[config.mk]
export PLATFORM = sky130hd
export DESIGN_NAME = lsu_sram_ctrl
export DESIGN_NICKNAME = d
export VERILOG_FILES = /design/src/rtl/lsu_pkg.sv /design/src/rtl/lsu_addr_gen.sv /design/src/rtl/lsu_sram_ctrl.sv
export SDC_FILE = /design/constraint.sdc
export NUM_CORES = 1
export LEC_CHECK = 0
export ABC_AREA = 1
export CAP_MARGIN = 25
export CORE_ASPECT_RATIO = 0.8
export CORE_MARGIN = 8
export CORE_UTILIZATION = 42
export DETAILED_ROUTE_END_ITERATION = 16
export GPL_ROUTABILITY_DRIVEN = 1
export GPL_TIMING_DRIVEN = 0
export PLACE_DENSITY_LB_ADDON = 0.12
export SKIP_LAST_GASP = 1
export SLEW_MARGIN = 20
export SYNTH_ARGS = -nofsm -noshare
export SYNTH_HDL_FRONTEND = slang
export SYNTH_HIERARCHICAL = 1
export SYNTH_SLANG_ARGS = --single-unit
[constraint.sdc]
create_clock -name clk -period 2.02 [get_ports clk]
set_input_delay 0.202 -clock clk [delete_from_list [all_inputs] [get_ports clk]]
set_output_delay 0.202 -clock clk [all_outputs]
set_load 0.03 [all_outputs]
[src/rtl/lsu_pkg.sv]
// lsu_pkg: shared FSM states, strobe constant and offset sign extension for the load/store unit
package lsu_pkg;
  typedef enum logic [2:0] {IDLE, SETUP, ACCESS, HOLD, DONE} state_e;
  // {ce_n, oe_n, we_n}
  localparam logic [2:0] STROBE_INACTIVE = 3'b111;
  function automatic logic [31:0] sext16(input logic [15:0] v);
    return {{16{v[15]}}, v};
  endfunction
endpackage

[src/rtl/lsu_addr_gen.sv]
// lsu_addr_gen: effective word address and alignment flag from base + signed 16-bit offset
//   base_i/offset_i -> word_addr_o (eff[ADDR_W+1:2], wraps), misalign_o (eff[1:0] != 0)
module lsu_addr_gen
  import lsu_pkg::*;
#(
  parameter int ADDR_W = 18
) (
  input  logic [31:0]       base_i,
  input  logic [15:0]       offset_i,
  output logic [ADDR_W-1:0] word_addr_o,
  output logic              misalign_o
);
  logic [31:0] eff;
  logic unused_hi;
  assign eff = base_i + sext16(offset_i);
  assign word_addr_o = eff[ADDR_W+1:2];
  assign misalign_o = |eff[1:0];
  assign unused_hi = ^eff[31:ADDR_W+2];
endmodule

[src/rtl/lsu_sram_ctrl.sv]
// lsu_sram_ctrl: lw/sw sequencer driving an async SRAM with programmable wait states
//   req_*: one request accepted in IDLE; busy/req_ready stall the PC; done pulses on completion
//   rdata: last load result; err: misalignment pulse when MISALIGN_TRAP_EN is defined, else 0
//   sram_*: word address, write data/drive enable, read data, active-low ce/oe/we strobes
module lsu_sram_ctrl
  import lsu_pkg::*;
#(
  parameter int ADDR_W      = 18,
  parameter int DATA_W      = 32,
  parameter int WAIT_CYCLES = 2
) (
  input  logic              clk,
  input  logic              rst_n,
  input  logic              req_valid,
  input  logic              req_we,
  input  logic [31:0]       req_base,
  input  logic [15:0]       req_offset,
  input  logic [DATA_W-1:0] req_wdata,
  output logic              req_ready,
  output logic              busy,
  output logic              done,
  output logic [DATA_W-1:0] rdata,
  output logic              err,
  output logic [ADDR_W-1:0] sram_addr,
  output logic [DATA_W-1:0] sram_dq_out,
  output logic              sram_dq_oe,
  input  logic [DATA_W-1:0] sram_dq_in,
  output logic              sram_ce_n,
  output logic              sram_oe_n,
  output logic              sram_we_n
);
  localparam int W  = WAIT_CYCLES < 1 ? 1 : WAIT_CYCLES;
  localparam int CW = W > 1 ? $clog2(W) : 1;
  state_e            state_q;
  logic [CW-1:0]     cnt_q;
  logic              we_q, ce_n_q, oe_n_q, we_n_q, dq_oe_q, done_q, err_q;
  logic [ADDR_W-1:0] addr_q;
  logic [DATA_W-1:0] wdata_q, rdata_q;
  logic [ADDR_W-1:0] word_addr;
  logic              misalign, trap;
  lsu_addr_gen #(.ADDR_W(ADDR_W)) u_addr_gen (
    .base_i     (req_base),
    .offset_i   (req_offset),
    .word_addr_o(word_addr),
    .misalign_o (misalign)
  );
`ifdef MISALIGN_TRAP_EN
  assign trap = misalign;
`else
  logic unused_misalign;
  assign unused_misalign = misalign;
  assign trap = 1'b0;
`endif
  always_ff @(posedge clk) begin
    if (!rst_n) begin
      state_q <= IDLE;
      cnt_q <= '0;
      we_q <= 1'b0;
      {ce_n_q, oe_n_q, we_n_q} <= STROBE_INACTIVE;
      dq_oe_q <= 1'b0;
      done_q <= 1'b0;
      err_q <= 1'b0;
      addr_q <= '0;
      wdata_q <= '0;
      rdata_q <= '0;
    end else begin
      case (state_q)
        IDLE: if (req_valid) begin
          addr_q <= word_addr;
          we_q <= req_we;
          wdata_q <= req_wdata;
          // a trapped request skips the SRAM entirely and reports straight away
          state_q <= trap ? DONE : SETUP;
          done_q <= trap;
          err_q <= trap;
          ce_n_q <= trap;
          oe_n_q <= trap | req_we;
          dq_oe_q <= ~trap & req_we;
        end
        SETUP: begin
          state_q <= ACCESS;
          cnt_q <= CW'(W - 1);
          we_n_q <= ~we_q;
        end
        ACCESS: if (cnt_q == '0) begin
          state_q <= HOLD;
          we_n_q <= 1'b1;
          oe_n_q <= 1'b1;
          if (!we_q) rdata_q <= sram_dq_in;
        end else cnt_q <= cnt_q - CW'(1);
        HOLD: begin
          state_q <= DONE;
          {ce_n_q, oe_n_q, we_n_q} <= STROBE_INACTIVE;
          dq_oe_q <= 1'b0;
          done_q <= 1'b1;
        end
        DONE: begin
          state_q <= IDLE;
          done_q <= 1'b0;
          err_q <= 1'b0;
        end
        default: state_q <= IDLE;
      endcase
    end
  end
  assign req_ready = state_q == IDLE;
  assign busy = state_q != IDLE;
  assign done = done_q;
  assign err = err_q;
  assign rdata = rdata_q;
  assign sram_addr = addr_q;
  assign sram_dq_out = wdata_q;
  assign sram_dq_oe = dq_oe_q;
  assign sram_ce_n = ce_n_q;
  assign sram_oe_n = oe_n_q;
  assign sram_we_n = we_n_q;
endmodule
==> results by group <==
Routing
  • Drt wl/cell: 14.3 um
  • First-pass DRT Iterations: 5
  • Vias: between 4000 and 5000
  • # DRC: 0
  • DRT iter0 DRCs: around 310
  • Final WL: between 10000 and 15000 um
  • Antenna viol nets, final: 0
  • Vias per inst: between 4 and 5

Floorplanning
  • Initial core utilization: a little over two fifths
  • Die width: roughly 130 um
  • Total die area: ~14000 um^2
  • Core Footprint: around 11000 um^2
  • Die Span Y: 109 um
  • Rows: 34
  • I/O Pins: 206

Place
  • Placement Setup Slack: -0.251 ns
  • Placed wire-length estimate: 11400 um
  • Post-DP Area: between 6000 and 7000 um^2
  • Final Wtd Congestion: around 0.9
  • Port bufs: approximately 190

Layout
  • Layout cell share with drive strength beyond 1: a little under 7%
  • # fillers: 983
  • Layout Nets: 982
  • Fin area: between 6000 and 7000 um^2
  • Antenna cells: 0
  • Commonest non-fill, non-tap cell in the layout: nand2_1
  • P&R area growth vs syn: 53.1%
  • Commonest cells after routing, fill and taps aside: nand2_1 (192), clkdlybuf4s50_1 (189), a21oi_1 (103)

STA
  • Post-Route Skew: between 0.01 and 0.015 ns
  • Final Hold Fails: 0
  • Count of pins over their slew limit: 0
  • Final WS setup: 0.135 ns
  • RSZ-0062 raised after global routing: false
  • Period minus WS final: between 1.5 and 2 ns
  • # setup viols final: 0
  • Max Fclk: about 530 MHz
  • Crit share post-route: between 90% and 100%

Global routing
  • Number of global-route vias before repair: 4507
  • All-Layer GR Usage: a little under a fifth
  • First-pass GRT wire length: 22400 um
  • Largest net degree at the start of global routing: 15
  • Initial antenna violation count: 0
  • GR Overflow Total: 0

CTS
  • Sinks on Clock Net: 92
  • CTS root buffer: clkbuf_16
  • CTS Buf Count: 9
  • Hold_buf cts: 0
  • Bufs on Longest Clock Path: 2
  • H-tree depth: 3
  • CTS tree: done
  • Worst skew pair latency: between 0.3 and 0.4 ns
  • # Post-CTS Setup Buffers: 0
  • Clock slew at reported path FFs: ~0.060 ns

Synthesis
  • Mapped cell area: roughly 4500 um^2
  • Yosys warns: 6
  • Gate Count Post-Synth: 644
  • Syn nets: 780
  • Syn Area/Cell: 7.05 um^2

Pwr
  • Power, Total: 5790 uW
  • PD cells: about 830 nW/um^2
  • Maximum vdd drop: about 560 uV
  • Leakage: between 0.002 and 0.003 uW

Setup path
  • RR Startpoint: state_q[2]$_SDFFE_PN0P_
  • CP top delay family: buffers and inverters
  • Worst endpoint data arrival time: 1.68 ns
  • Crit start category: register
  • Critical Path Source: state_q[2]$_SDFFE_PN0P_
  • Slowest cell delay on critical path: 0.44 ns
  • Crit end category: output port
  • CP Cell Sequence: nor2_2 -> inv_1 -> nor2_2 -> dlygate4sd2_1
  • Worst path most repeated cell: nor2_2
  • Slowest stage cell, crit path: dlygate4sd2_1
  • WP data required: ~1.8 ns
  • R2R Setup Slk: between 0.4 and 0.5 ns
  • Worst Path Max Fanout: 6
  • Crit path buf inv count: 2
  • Crit path kind: register to output port

Run status
  • Status: finished clean

Hold path
  • HP Start: rst_n
  • Worst Hold Class: input pin to register

Flow run
  • Max Cap Viol: 0
## sequential cells by signal (all words and copies together), names as in the netlist
register     flops
cnt_q            1
done             1
rdata           32
sram_addr       18
sram_ce_n        1
sram_dq_oe       1
sram_dq_out     32
sram_oe_n        1
sram_we_n        1
state_q          3
we_q             1
## through the flow
stage                     hold WS [ns]  utilization (%)  instances  TNS [ns]
after detailed placement         0.436             61.8        979     -1.00
final                            0.289             64.8        995         0
after floorplan                  0.339                -        644         0
after CTS                        0.278             64.8        995         0
after global placement           0.431             61.8        979    -0.975
after global routing             0.319             64.8        995         0
## metal layers
metal | vias up | share of wire [%] | GRT usage, %
met5 | - | 0 | 0
met4 | 0 | 0.85 | 4.61
met3 | 14 | 9.3 | 7.78
met2 | 145 | 45 | 30.0
met1 | 2126 | 45 | 23.9
li1 | 2454 | - | -
## area by class of cell
type | count | area (um^2) | area share [%]
Buffer | 28 | 154 | 2.21
Clock buffer | 12 | 246 | 3.55
Clock inverter | 4 | 72.6 | 1.04
Inverter | 74 | 278 | 4.00
Multi-Input combinational cell | 450 | 2270 | 32.6
Sequential cell | 92 | 1840 | 26.5
Tap cell | 144 | 180 | 2.59
Timing Repair Buffer | 191 | 1910 | 27.5
## final timing paths
check	depth (start not counted)	endpoint
worst max-delay path	4	req_ready
worst max register to register	7	sram_addr[4]$_SDFFE_PN0P_
worst min register to register	2	rdata[20]$_SDFFE_PN0P_
worst min-delay path	3	rdata[4]$_SDFFE_PN0P_
## power by group
| group | total [uW] | switching (uW) | internal, uW |
|---|---|---|---|
| combinational | 1890 | 1090 | 794 |
| sequential | 2110 | 104 | 2010 |
| clock | 1790 | 676 | 1120 |
## worst reg2reg max path, stage by stage, from the launching register on
cell and delay, ns:
dfxtp_1 0.38, nor2_2 0.27, inv_1 0.08, nor2_2 0.18, nand2_2 0.17, buf_2 0.24
nand2_1 0.09, a21oi_1 0.06
## repair_timing
action                                  CTS  global route
resized for setup                         2             1
gates cloned                              0             0
endpoints found under the setup margin    2             3
Note: power is estimated with default switching activity, not from simulation.
